[config.mk]
export PLATFORM = sky130hd
export DESIGN_NAME = uart_tx_arbiter
export DESIGN_NICKNAME = d
export VERILOG_FILES = /design/src/rtl/uart_pkg.sv /design/src/rtl/uart_tx_ser.sv /design/src/rtl/uart_tx_arbiter.sv
export SDC_FILE = /design/constraint.sdc
export NUM_CORES = 1
export LEC_CHECK = 0
export ABC_AREA = 1
export CAP_MARGIN = 20
export CORE_MARGIN = 4
export CORE_UTILIZATION = 45
export CTS_BUF_LIST = sky130_fd_sc_hd__clkbuf_8
export DETAILED_ROUTE_END_ITERATION = 10
export PLACE_DENSITY = 0.72
export SLEW_MARGIN = 20
export SYNTH_ARGS = -nofsm -noshare
export SYNTH_HDL_FRONTEND = slang
export SYNTH_SLANG_ARGS = --single-unit
[constraint.sdc]
create_clock -name clk -period 2.35 [get_ports clk]
set_clock_uncertainty 0.05 [all_clocks]
set_input_delay 0.47 -clock clk [delete_from_list [all_inputs] [get_ports clk]]
set_output_delay 0.47 -clock clk [all_outputs]
set_load 0.03 [all_outputs]
[src/rtl/uart_pkg.sv]
// Definitions shared by the UART transmit and receive blocks on this link.
package uart_pkg;

    localparam int UART_CLKS_PER_BIT_DEFAULT = 143;
    localparam int UART_DATA_BITS            = 8;

    typedef enum logic [1:0] {
        ST_IDLE  = 2'd0,
        ST_START = 2'd1,
        ST_DATA  = 2'd2,
        ST_STOP  = 2'd3
    } uart_state_e;

endpackage

[src/rtl/uart_tx_ser.sv]
// 8N1 serialiser: latches din on start and shifts it out LSB first.
module uart_tx_ser
    import uart_pkg::*;
#(
    parameter int CLKS_PER_BIT = UART_CLKS_PER_BIT_DEFAULT
) (
    input  logic                      clk,
    input  logic                      rst_n,
    input  logic                      start,
    input  logic [UART_DATA_BITS-1:0] din,
    output logic                      busy,
    output logic                      tx
);

    localparam int                CW       = (CLKS_PER_BIT > 1) ? $clog2(CLKS_PER_BIT) : 1;
    localparam logic [CW-1:0]     CNT_LAST = CW'(CLKS_PER_BIT - 1);
    localparam int                BW       = $clog2(UART_DATA_BITS);
    localparam logic [BW-1:0]     BIT_LAST = BW'(UART_DATA_BITS - 1);

    uart_state_e               state_q;
    logic [CW-1:0]             cnt_q;
    logic [BW-1:0]             bit_q;
    logic [UART_DATA_BITS-1:0] shift_q;
    logic                      tx_q;
    logic                      busy_q;
    logic                      cnt_done_s;

    assign cnt_done_s = (cnt_q == CNT_LAST);

    // Frame state machine; tx and busy are registered alongside the state.
    always_ff @(posedge clk or negedge rst_n) begin
        if (!rst_n) begin
            state_q <= ST_IDLE;
            cnt_q   <= '0;
            bit_q   <= '0;
            shift_q <= '0;
            tx_q    <= 1'b1;
            busy_q  <= 1'b0;
        end else begin
            case (state_q)
                ST_IDLE: begin
                    cnt_q <= '0;
                    if (start) begin
                        shift_q <= din;
                        state_q <= ST_START;
                        tx_q    <= 1'b0;
                        busy_q  <= 1'b1;
                    end else begin
                        tx_q   <= 1'b1;
                        busy_q <= 1'b0;
                    end
                end
                ST_START: begin
                    if (cnt_done_s) begin
                        cnt_q   <= '0;
                        bit_q   <= '0;
                        state_q <= ST_DATA;
                        tx_q    <= shift_q[0];
                    end else begin
                        cnt_q <= cnt_q + CW'(1'b1);
                    end
                end
                ST_DATA: begin
                    if (cnt_done_s) begin
                        cnt_q   <= '0;
                        shift_q <= {1'b0, shift_q[UART_DATA_BITS-1:1]};
                        if (bit_q == BIT_LAST) begin
                            state_q <= ST_STOP;
                            tx_q    <= 1'b1;
                        end else begin
                            bit_q <= bit_q + BW'(1'b1);
                            // Present the next bit now so tx stays a pure register output.
                            tx_q  <= shift_q[1];
                        end
                    end else begin
                        cnt_q <= cnt_q + CW'(1'b1);
                    end
                end
                ST_STOP: begin
                    if (cnt_done_s) begin
                        cnt_q   <= '0;
                        state_q <= ST_IDLE;
                        busy_q  <= 1'b0;
                        tx_q    <= 1'b1;
                    end else begin
                        cnt_q <= cnt_q + CW'(1'b1);
                    end
                end
                default: begin
                    state_q <= ST_IDLE;
                    cnt_q   <= '0;
                    tx_q    <= 1'b1;
                    busy_q  <= 1'b0;
                end
            endcase
        end
    end

    assign busy = busy_q;
    assign tx   = tx_q;

endmodule

[src/rtl/uart_tx_arbiter.sv]
// Round-robin arbiter sharing one 8N1 transmit line between N_REQ byte sources.
module uart_tx_arbiter
    import uart_pkg::*;
#(
    parameter int CLKS_PER_BIT = UART_CLKS_PER_BIT_DEFAULT,
    parameter int N_REQ        = 4
) (
    input  logic                       clk,
    input  logic                       rst_n,
    input  logic [N_REQ-1:0]           req_valid,
    input  logic [8*N_REQ-1:0]         req_data,
    output logic [N_REQ-1:0]           req_ready,
    output logic                       tx,
    output logic                       busy,
    output logic [$clog2(N_REQ)-1:0]   grant_id
);

    localparam int            IW        = $clog2(N_REQ);
    localparam logic [IW-1:0] LAST_INIT = IW'(N_REQ - 1);
    localparam logic [IW:0]   N_WIDE    = (IW+1)'(N_REQ);

    logic [IW-1:0]             last_q;
    logic [IW-1:0]             grant_id_q;
    logic                      en_q;
    logic [IW:0]               cand_s;
    logic                      pick_valid_s;
    logic [IW-1:0]             pick_idx_s;
    logic [N_REQ-1:0]          ready_s;
    logic                      start_s;
    logic [UART_DATA_BITS-1:0] din_s;
    logic                      ser_busy_s;

    // First valid requester searching upward from last+1 with wrap.
    always_comb begin
        pick_valid_s = 1'b0;
        pick_idx_s   = '0;
        cand_s       = '0;
        for (int k = 1; k <= N_REQ; k++) begin
            cand_s = {1'b0, last_q} + (IW+1)'(k);
            cand_s = (cand_s >= N_WIDE) ? (cand_s - N_WIDE) : cand_s;
            if (!pick_valid_s && req_valid[cand_s[IW-1:0]]) begin
                pick_valid_s = 1'b1;
                pick_idx_s   = cand_s[IW-1:0];
            end else begin
                pick_valid_s = pick_valid_s;
            end
        end
    end

    // One-hot accept pulse, only while the line is idle; en_q masks it during and just after reset.
    always_comb begin
        ready_s = '0;
        if (en_q && !ser_busy_s && pick_valid_s) begin
            ready_s[pick_idx_s] = 1'b1;
        end else begin
            ready_s = '0;
        end
    end

    assign start_s = |ready_s;
    assign din_s   = req_data[{pick_idx_s, 3'b000} +: UART_DATA_BITS];

    // Round-robin pointer and reported grant index.
    always_ff @(posedge clk or negedge rst_n) begin
        if (!rst_n) begin
            en_q       <= 1'b0;
            last_q     <= LAST_INIT;
            grant_id_q <= '0;
        end else begin
            en_q <= 1'b1;
            if (start_s) begin
                last_q     <= pick_idx_s;
                grant_id_q <= pick_idx_s;
            end else begin
                last_q     <= last_q;
                grant_id_q <= grant_id_q;
            end
        end
    end

    uart_tx_ser #(
        .CLKS_PER_BIT (CLKS_PER_BIT)
    ) u_ser (
        .clk   (clk),
        .rst_n (rst_n),
        .start (start_s),
        .din   (din_s),
        .busy  (ser_busy_s),
        .tx    (tx)
    );

    assign req_ready = ready_s;
    assign busy      = ser_busy_s;
    assign grant_id  = grant_id_q;

endmodule

==> results of run 1 <==
## registers in the layout, summed over array words and instances, names as in the netlist
register       count
grant_id           2
u_ser.busy         1
last_q             2
u_ser.tx           1
u_ser.shift_q      8
en_q               1
u_ser.state_q      2
u_ser.bit_q        3
u_ser.cnt_q        8
## critical path, cell delays in order (launching register included)
cell and delay (ps):
dfstp_2 590, buf_12 130, nand2_2 60, nand2_4 80, nand2_4 60, nand2_4 100, nor2_8 50, nand3_1 110
nand2_2 80, a21oi_4 160, inv_2 80, buf_4 130, nor2_2 80, buf_6 130
## per-stage QoR
step | setup WS, ps | std cells | setup TNS (ps)
after floorplan | -119.1 | 303 | -329.3
after global placement | -255.9 | 411 | -2295
after detailed placement | -285.8 | 411 | -2540
after CTS | -217.7 | 422 | -846.4
after global routing | -395.9 | 433 | -3006
final | -286.0 | 433 | -1373
## layer usage
metal	track usage	vias to the layer above	routed length (microns)
met1	0.2285	968	2465
met3	0.03044	7	296
met2	0.2840	62	2675
li1	-	1119	-
met4	0.06341	0	94
met5	0	-	0
## logic make-up (layout without fill, tap and decap cells)
logic type,Yosys count,count (layout),share of synthesized area
AOI/OAI and AO/OA,17,17,0.05097
xor gates and xnor gates,1,1,0.004102
adders and majority gates,8,8,0.04687
other,1,1,0.001756
DFF,28,28,0.3298
and+or+nand+nor,211,211,0.4804
buffers and inverters,37,115,0.08612
## final timing paths
| path | cells after the start | slack [ps] | startpoint | to |
|---|---|---|---|---|
| worst min register to register | 2 | 430 | u_ser.shift_q[3]$_DFFE_PN0P_ | u_ser.shift_q[3]$_DFFE_PN0P_ |
| worst min-delay path | 2 | 430 | u_ser.shift_q[3]$_DFFE_PN0P_ | u_ser.shift_q[3]$_DFFE_PN0P_ |
| worst max register to register | 20 | -60 | last_q[0]$_DFFE_PN1N_ | u_ser.shift_q[7]$_DFFE_PN0P_ |
| max in group asynchronous | 2 | 1440 | rst_n | last_q[0]$_DFFE_PN1N_ |
| worst max-delay path | 13 | -290 | last_q[1]$_DFFE_PN1N_ | req_ready[1] |
| min in group asynchronous | 2 | 510 | rst_n | u_ser.state_q[0]$_DFFE_PN0P_ |
## placed cells by master, fill, tap and decap left out, types with 2 or more instances in the layout
master / n
nand2_4: 17
nand4_1: 15
clkdlybuf4s50_1: 37
nor3_1: 7
dfrtp_1: 25
dlygate4sd2_1: 3
nand3_1: 13
o21ai_0: 6
buf_6: 5
ha_1: 8
nand3_4: 4
nand2_2: 22
nand2_8: 2
nor2_1: 14
nor2_8: 2
inv_4: 2
dfstp_2: 3
a32o_1: 2
inv_2: 4
buf_12: 3
nand2_1: 106
nor2_4: 2
clkbuf_8: 4
buf_4: 32
inv_1: 20
nor2_2: 3
a21oi_1: 6
## final cells by class
class	instances	area (sq um)
flip-flops and latches	28	704.4
clock buffers	4	55.05
repair buffers	81	765.7
inverters	30	140.1
well taps	52	65.06
fillers	346	1325
multi-input cells	238	1419
## synthesized netlist by cell type, types with 2 or more instances
cell / instances
nand2_2: 9
a21oi_1: 6
nand3_2: 2
o21ai_0: 6
nor2_8: 2
nand2_4: 6
inv_2: 3
dfstp_2: 3
nor3_1: 8
nand3_1: 14
ha_1: 8
nor2_1: 18
clkinv_1: 2
dfrtp_1: 25
a32o_1: 2
nand3_4: 2
nand2_1: 131
inv_1: 21
nand4_1: 15
inv_4: 3
buf_6: 3
buf_2: 3
## power groups by stage
| stage | Sequential, uW | Clock (uW) | Combinational (uW) |
|---|---|---|---|
| floorplan | 492 | 0 | 86.6 |
| global placement | 492 | 0 | 181 |
| detailed placement | 492 | 0 | 182 |
| CTS | 483 | 302 | 187 |
| global route | 483 | 317 | 224 |
| finish | 483 | 289 | 203 |
## what timing repair did
| item | in CTS | in global routing |
|---|---|---|
| resized for setup | 20 | 41 |
| setup endpoints to repair | 4 | 12 |
| pin swaps | 4 | 29 |
| setup buffers | 7 | 11 |
| hold buffers | 0 | 0 |
| cloned | 0 | 0 |
==> results.sh, run 1 <==
export IMPL_worst_slack_ps=-286.0
export IMPL_initial_core_util=0.4773
export IMPL_place_area_sq_um=2743
export IMPL_internal_power_uw=737.2
export IMPL_ant_nets=0
export IMPL_fmax_ghz=0.3794
export IMPL_synth_edf_count=0
export IMPL_clock_power_share=0.296
export IMPL_clock_sinks=28
export IMPL_drv_slew=0
export IMPL_overflow=0
export IMPL_grt_max_degree=29
export IMPL_routedWlPerCell_microns=12.77
export IMPL_synth_top_area_frac=0.2929
export IMPL_design_portCount=46
export IMPL_grt_pass1_vias=1982
export IMPL_cts_tree="built"
export IMPL_critPathLaunchType="flip-flop"
export IMPL_port_buffers=45
export IMPL_avgSynthCellArea_sq_um=7.049
export IMPL_drv_cap=0
export IMPL_run_status="complete, but fails checks"
export IMPL_final_hold_violation_count=0
export IMPL_drive_above_1_share=0.2940
export IMPL_dieArea_sq_um=5912
export IMPL_leakagePower_uw=0.001700
export IMPL_dp_hpwl_microns=3682
export IMPL_yosysSeqAreaShare=0.3298
export IMPL_path_clk_slew_ps=90
export IMPL_yosysTopAreaCell="dfrtp_1"
export IMPL_cts_path_max_buffers=2
export IMPL_drc=0
export IMPL_synthDistinctLibCells=33
export IMPL_swShare=0.2436
export IMPL_totalPowerFinal_uw=974.7
export IMPL_clk_latency_ps=270
export IMPL_hp_class="flip-flop to flip-flop"
export IMPL_grt_pass1_wl_microns=8618
export IMPL_power_per_cell_area_nw_per_um2=309.5
export IMPL_synthTopCellsByArea="dfrtp_1 29%, nand2_1 23%, ha_1 4.7%"
export IMPL_setup_viol=12
export IMPL_cts_htree_levels=1
export IMPL_rsz0062_at_grt="true"
export IMPL_clockRootBuffer="clkbuf_8"
export IMPL_fp_row_count=24
export IMPL_synth_seq_cells=28
export IMPL_critical_path_arrival_ps=2120
export IMPL_period_share=1.122
export IMPL_die_h_microns=76.89
export IMPL_antenna_found_initial=0
export IMPL_synth_nets=349
export IMPL_fp_dieW_microns=76.89
export IMPL_final_cell_area_sq_um=3149
export IMPL_vias=2156
export IMPL_critPathKind="flip-flop to output port"
export IMPL_combPwrFrac=0.209
export IMPL_gp_congestion=0.8777
export IMPL_vdd_drop_max_mv=0.4186
export IMPL_crit_fanout=6
export IMPL_violations="setup timing"
export IMPL_gr_usage_all_layers=0.1734
export IMPL_first_iter_violations=81
export IMPL_num_antenna_cells=0
export IMPL_postSynthCellCount=303
export IMPL_period_needed_ps=2636
export IMPL_switching_power_uw=237.4
export IMPL_cp_required_ps=1830
export IMPL_dr_pass1_iters=4
export IMPL_holdWs_ps=427.3
export IMPL_ys_async_sr_fraction=1.000
export IMPL_coreArea_sq_um=4474
export IMPL_cts_buffers=3
export IMPL_ys_warn_count=0
export IMPL_routed_wl_microns=5530
export IMPL_sequentialPowerShare=0.495
export IMPL_critPathCaptureType="output port"
export IMPL_utilization=0.7039
export IMPL_netlist_area_sq_um=2136
export IMPL_ys_flop_type="dfrtp_1"
export IMPL_via_per_inst=4.979
export IMPL_syn_to_final_growth_pct=47.45
export IMPL_layout_nets=428
Power figures use the tool's default switching activity.
==> inputs of run 2 (changes only) <==
Settings changed: GPL_ROUTABILITY_DRIVEN from default to 0.
Clock period 2.35 ns to 2.55 ns, I/O delays scaled along.
==> results.sh, run 2 (same netlist as run 1, synthesis figures left out) <==
export IMPL_run_status="complete, but fails checks"
export IMPL_violations="setup timing"
export IMPL_critPathCaptureType="output port"
export IMPL_crit_path_end="req_ready[1]"
export IMPL_reg2reg_from="last_q[0]$_DFFE_PN1N_"
export IMPL_cp_required_ps=1990
export IMPL_clk_latency_ps=280
export IMPL_path_cells="buf_12, inv_12, nand2_2, nand2_2, nand2_1, nand2_2, nand3_4, buf_12, nand2_8, inv_6, nand2_4, nor2_1, buf_4"
export IMPL_wl_met2_microns=2526
export IMPL_layout_nets=426
export IMPL_combPwrFrac=0.214
export IMPL_coreArea_sq_um=4474
export IMPL_antenna_found_initial=0
export IMPL_period_share=1.036
export IMPL_num_antenna_cells=0
export IMPL_critPathKind="flip-flop to output port"
export IMPL_design_portCount=46
export IMPL_finalNonFillerCells=431
export IMPL_sequentialPowerShare=0.513
export IMPL_crit_fanout=9
export IMPL_met1_length_microns=2600
export IMPL_period_needed_ps=2642
export IMPL_die_h_microns=76.89
export IMPL_power_per_cell_area_nw_per_um2=282.4
export IMPL_worst_slack_ps=-92.47
export IMPL_switching_power_uw=219.3
export IMPL_drive_above_1_share=0.2586
export IMPL_crit_family="simple AND/OR/NAND/NOR gates"
export IMPL_critPathLaunchType="flip-flop"
export IMPL_vias=2143
export IMPL_dr_pass1_iters=4
export IMPL_drv_cap=0
export IMPL_top_regs="u_ser.cnt_q (8), u_ser.shift_q (8), u_ser.bit_q (3)"
export IMPL_drc=0
export IMPL_reg2reg_to="u_ser.shift_q[1]$_DFFE_PN0P_"
export IMPL_dp_cells=409
export IMPL_r2r_slack_ps=80
export IMPL_vdd_drop_max_mv=0.3555
export IMPL_clock_power_share=0.274
export IMPL_internal_power_uw=648.2
export IMPL_rsz0062_at_grt="true"
export IMPL_cts_tree="built"
export IMPL_dp_hpwl_microns=3747
export IMPL_syn_to_final_growth_pct=43.82
export IMPL_swShare=0.2528
export IMPL_cts_hold_buf=0
export IMPL_hp_class="flip-flop to flip-flop"
export IMPL_leakagePower_uw=0.001666
export IMPL_cts_buffers=3
export IMPL_grt_pass1_wl_microns=9039
export IMPL_critical_path_arrival_ps=2080
export IMPL_ant_nets=0
export IMPL_clock_sinks=28
export IMPL_setup_viol=4
export IMPL_final_common_cell="nand2_1"
export IMPL_cpMaxStageDelayCell="dfstp_2"
export IMPL_final_hold_violation_count=0
export IMPL_clockRootBuffer="clkbuf_8"
export IMPL_path_clk_slew_ps=80
export IMPL_max_stage_delay_ps=590
export IMPL_path_depth=13
export IMPL_cts_htree_levels=1
export IMPL_cts_path_max_buffers=2
export IMPL_fp_dieW_microns=76.89
export IMPL_overflow=0
export IMPL_cpMostUsedCell="nand2_2"
export IMPL_initial_core_util=0.4773
export IMPL_via_per_inst=4.972
export IMPL_routedWlPerCell_microns=12.62
export IMPL_gr_usage_all_layers=0.1830
export IMPL_grt_pass1_vias=2022
export IMPL_final_cell_mix="116 x nand2_1, 37 x clkdlybuf4s50_1, 31 x buf_4"
export IMPL_routed_wl_microns=5439
export IMPL_crit_path_start="last_q[0]$_DFFE_PN1N_"
export IMPL_cp_num_buf_inv=5
export IMPL_highest_layer="met4"
export IMPL_grt_max_degree=29
export IMPL_dieArea_sq_um=5912
export IMPL_totalPowerFinal_uw=867.5
export IMPL_port_buffers=45
export IMPL_rr_worst_depth=18
export IMPL_first_iter_violations=86
export IMPL_drv_slew=0
export IMPL_fmax_ghz=0.3784
export IMPL_wl_met3_microns=246
export IMPL_fp_row_count=24
==> run 2: changes by cell type in the layout (fill, tap and decap cells not counted), moves of 2 or more <==
cell     before  now
nand2_4      17   15
nand3_2       1    3
nand2_2      22   14
nand3_4       4    2
nand2_1     106  116
nor2_2        3    1
==> run 2: metrics by stage <==
| step | TNS, ps | setup slack (ps) | cell area (sq um) | util | hold WS [ps] |
|---|---|---|---|---|---|
| 3_3_place_gp | -452.8 | -127.1 | 2725 | 0.6091 | 414.5 |
| 5_1_grt | -928.3 | -235.7 | 3072 | 0.6865 | 456.4 |
| 6_report | -221.9 | -92.47 | 3072 | 0.6865 | 433.2 |
| 3_5_place_dp | -776.3 | -157.9 | 2725 | 0.6091 | 419.3 |
| 2_1_floorplan | 0 | 27.77 | 2143 | - | 164.4 |
| 4_1_cts | -104.5 | -41.86 | 2989 | 0.6681 | 439.5 |
==> run 2: routing by layer <==
metal	GRT usage	vias up
met4	0.05797	0
li1	-	1112
met1	0.2414	978
met2	0.3049	47
met3	0.03044	6
met5	0	-
==> run 2: repair_timing <==
| item | in CTS | in global routing |
|---|---|---|
| setup buffers | 11 | 8 |
| endpoints found under the setup margin | 4 | 12 |
| pin swaps | 11 | 7 |
| gates resized for setup | 41 | 9 |
==> run 2: worst min path at each step <==
stage                                       startpoint                           end  slack, ps  cells past startpoint
after CTS                     u_ser.cnt_q[0]$_DFF_PN0_      u_ser.cnt_q[0]$_DFF_PN0_        440                      1
after global placement    u_ser.shift_q[3]$_DFFE_PN0P_  u_ser.shift_q[3]$_DFFE_PN0P_        410                      2
after floorplan                                  rst_n                en_q$_DFF_PN0_        160                      0
final                          grant_id[1]$_DFFE_PN0N_       grant_id[1]$_DFFE_PN0N_        430                      2
after detailed placement  u_ser.shift_q[4]$_DFFE_PN0P_  u_ser.shift_q[4]$_DFFE_PN0P_        420                      2
after global routing      u_ser.shift_q[3]$_DFFE_PN0P_  u_ser.shift_q[3]$_DFFE_PN0P_        460                      2
==> run 2: power groups by stage <==
stage / sequential, uW / combinational, uW / clock (uW)
final: 445 / 185 / 237
after global routing: 445 / 204 / 266
after CTS: 445 / 175 / 247
after detailed placement: 453 / 168 / 0
after global placement: 453 / 167 / 0
after floorplan: 454 / 79.6 / 0
==> run 2: cell type report <==
cell class / count / area (sq um)
fillers: 366 / 1403
flip-flops and latches: 28 / 704.4
clock buffers: 3 / 41.29
clock inverters: 1 / 3.754
inverters: 30 / 145.1
well taps: 52 / 65.06
multi-input cells: 238 / 1378
repair buffers: 79 / 734.5
==> run 2: worst register-to-register path: cells and delay by family, from the launching register on <==
family                 cells  cell delay [ps]
buffers and inverters      5              590
DFF                        1              590
and+or+nand+nor           13             1200
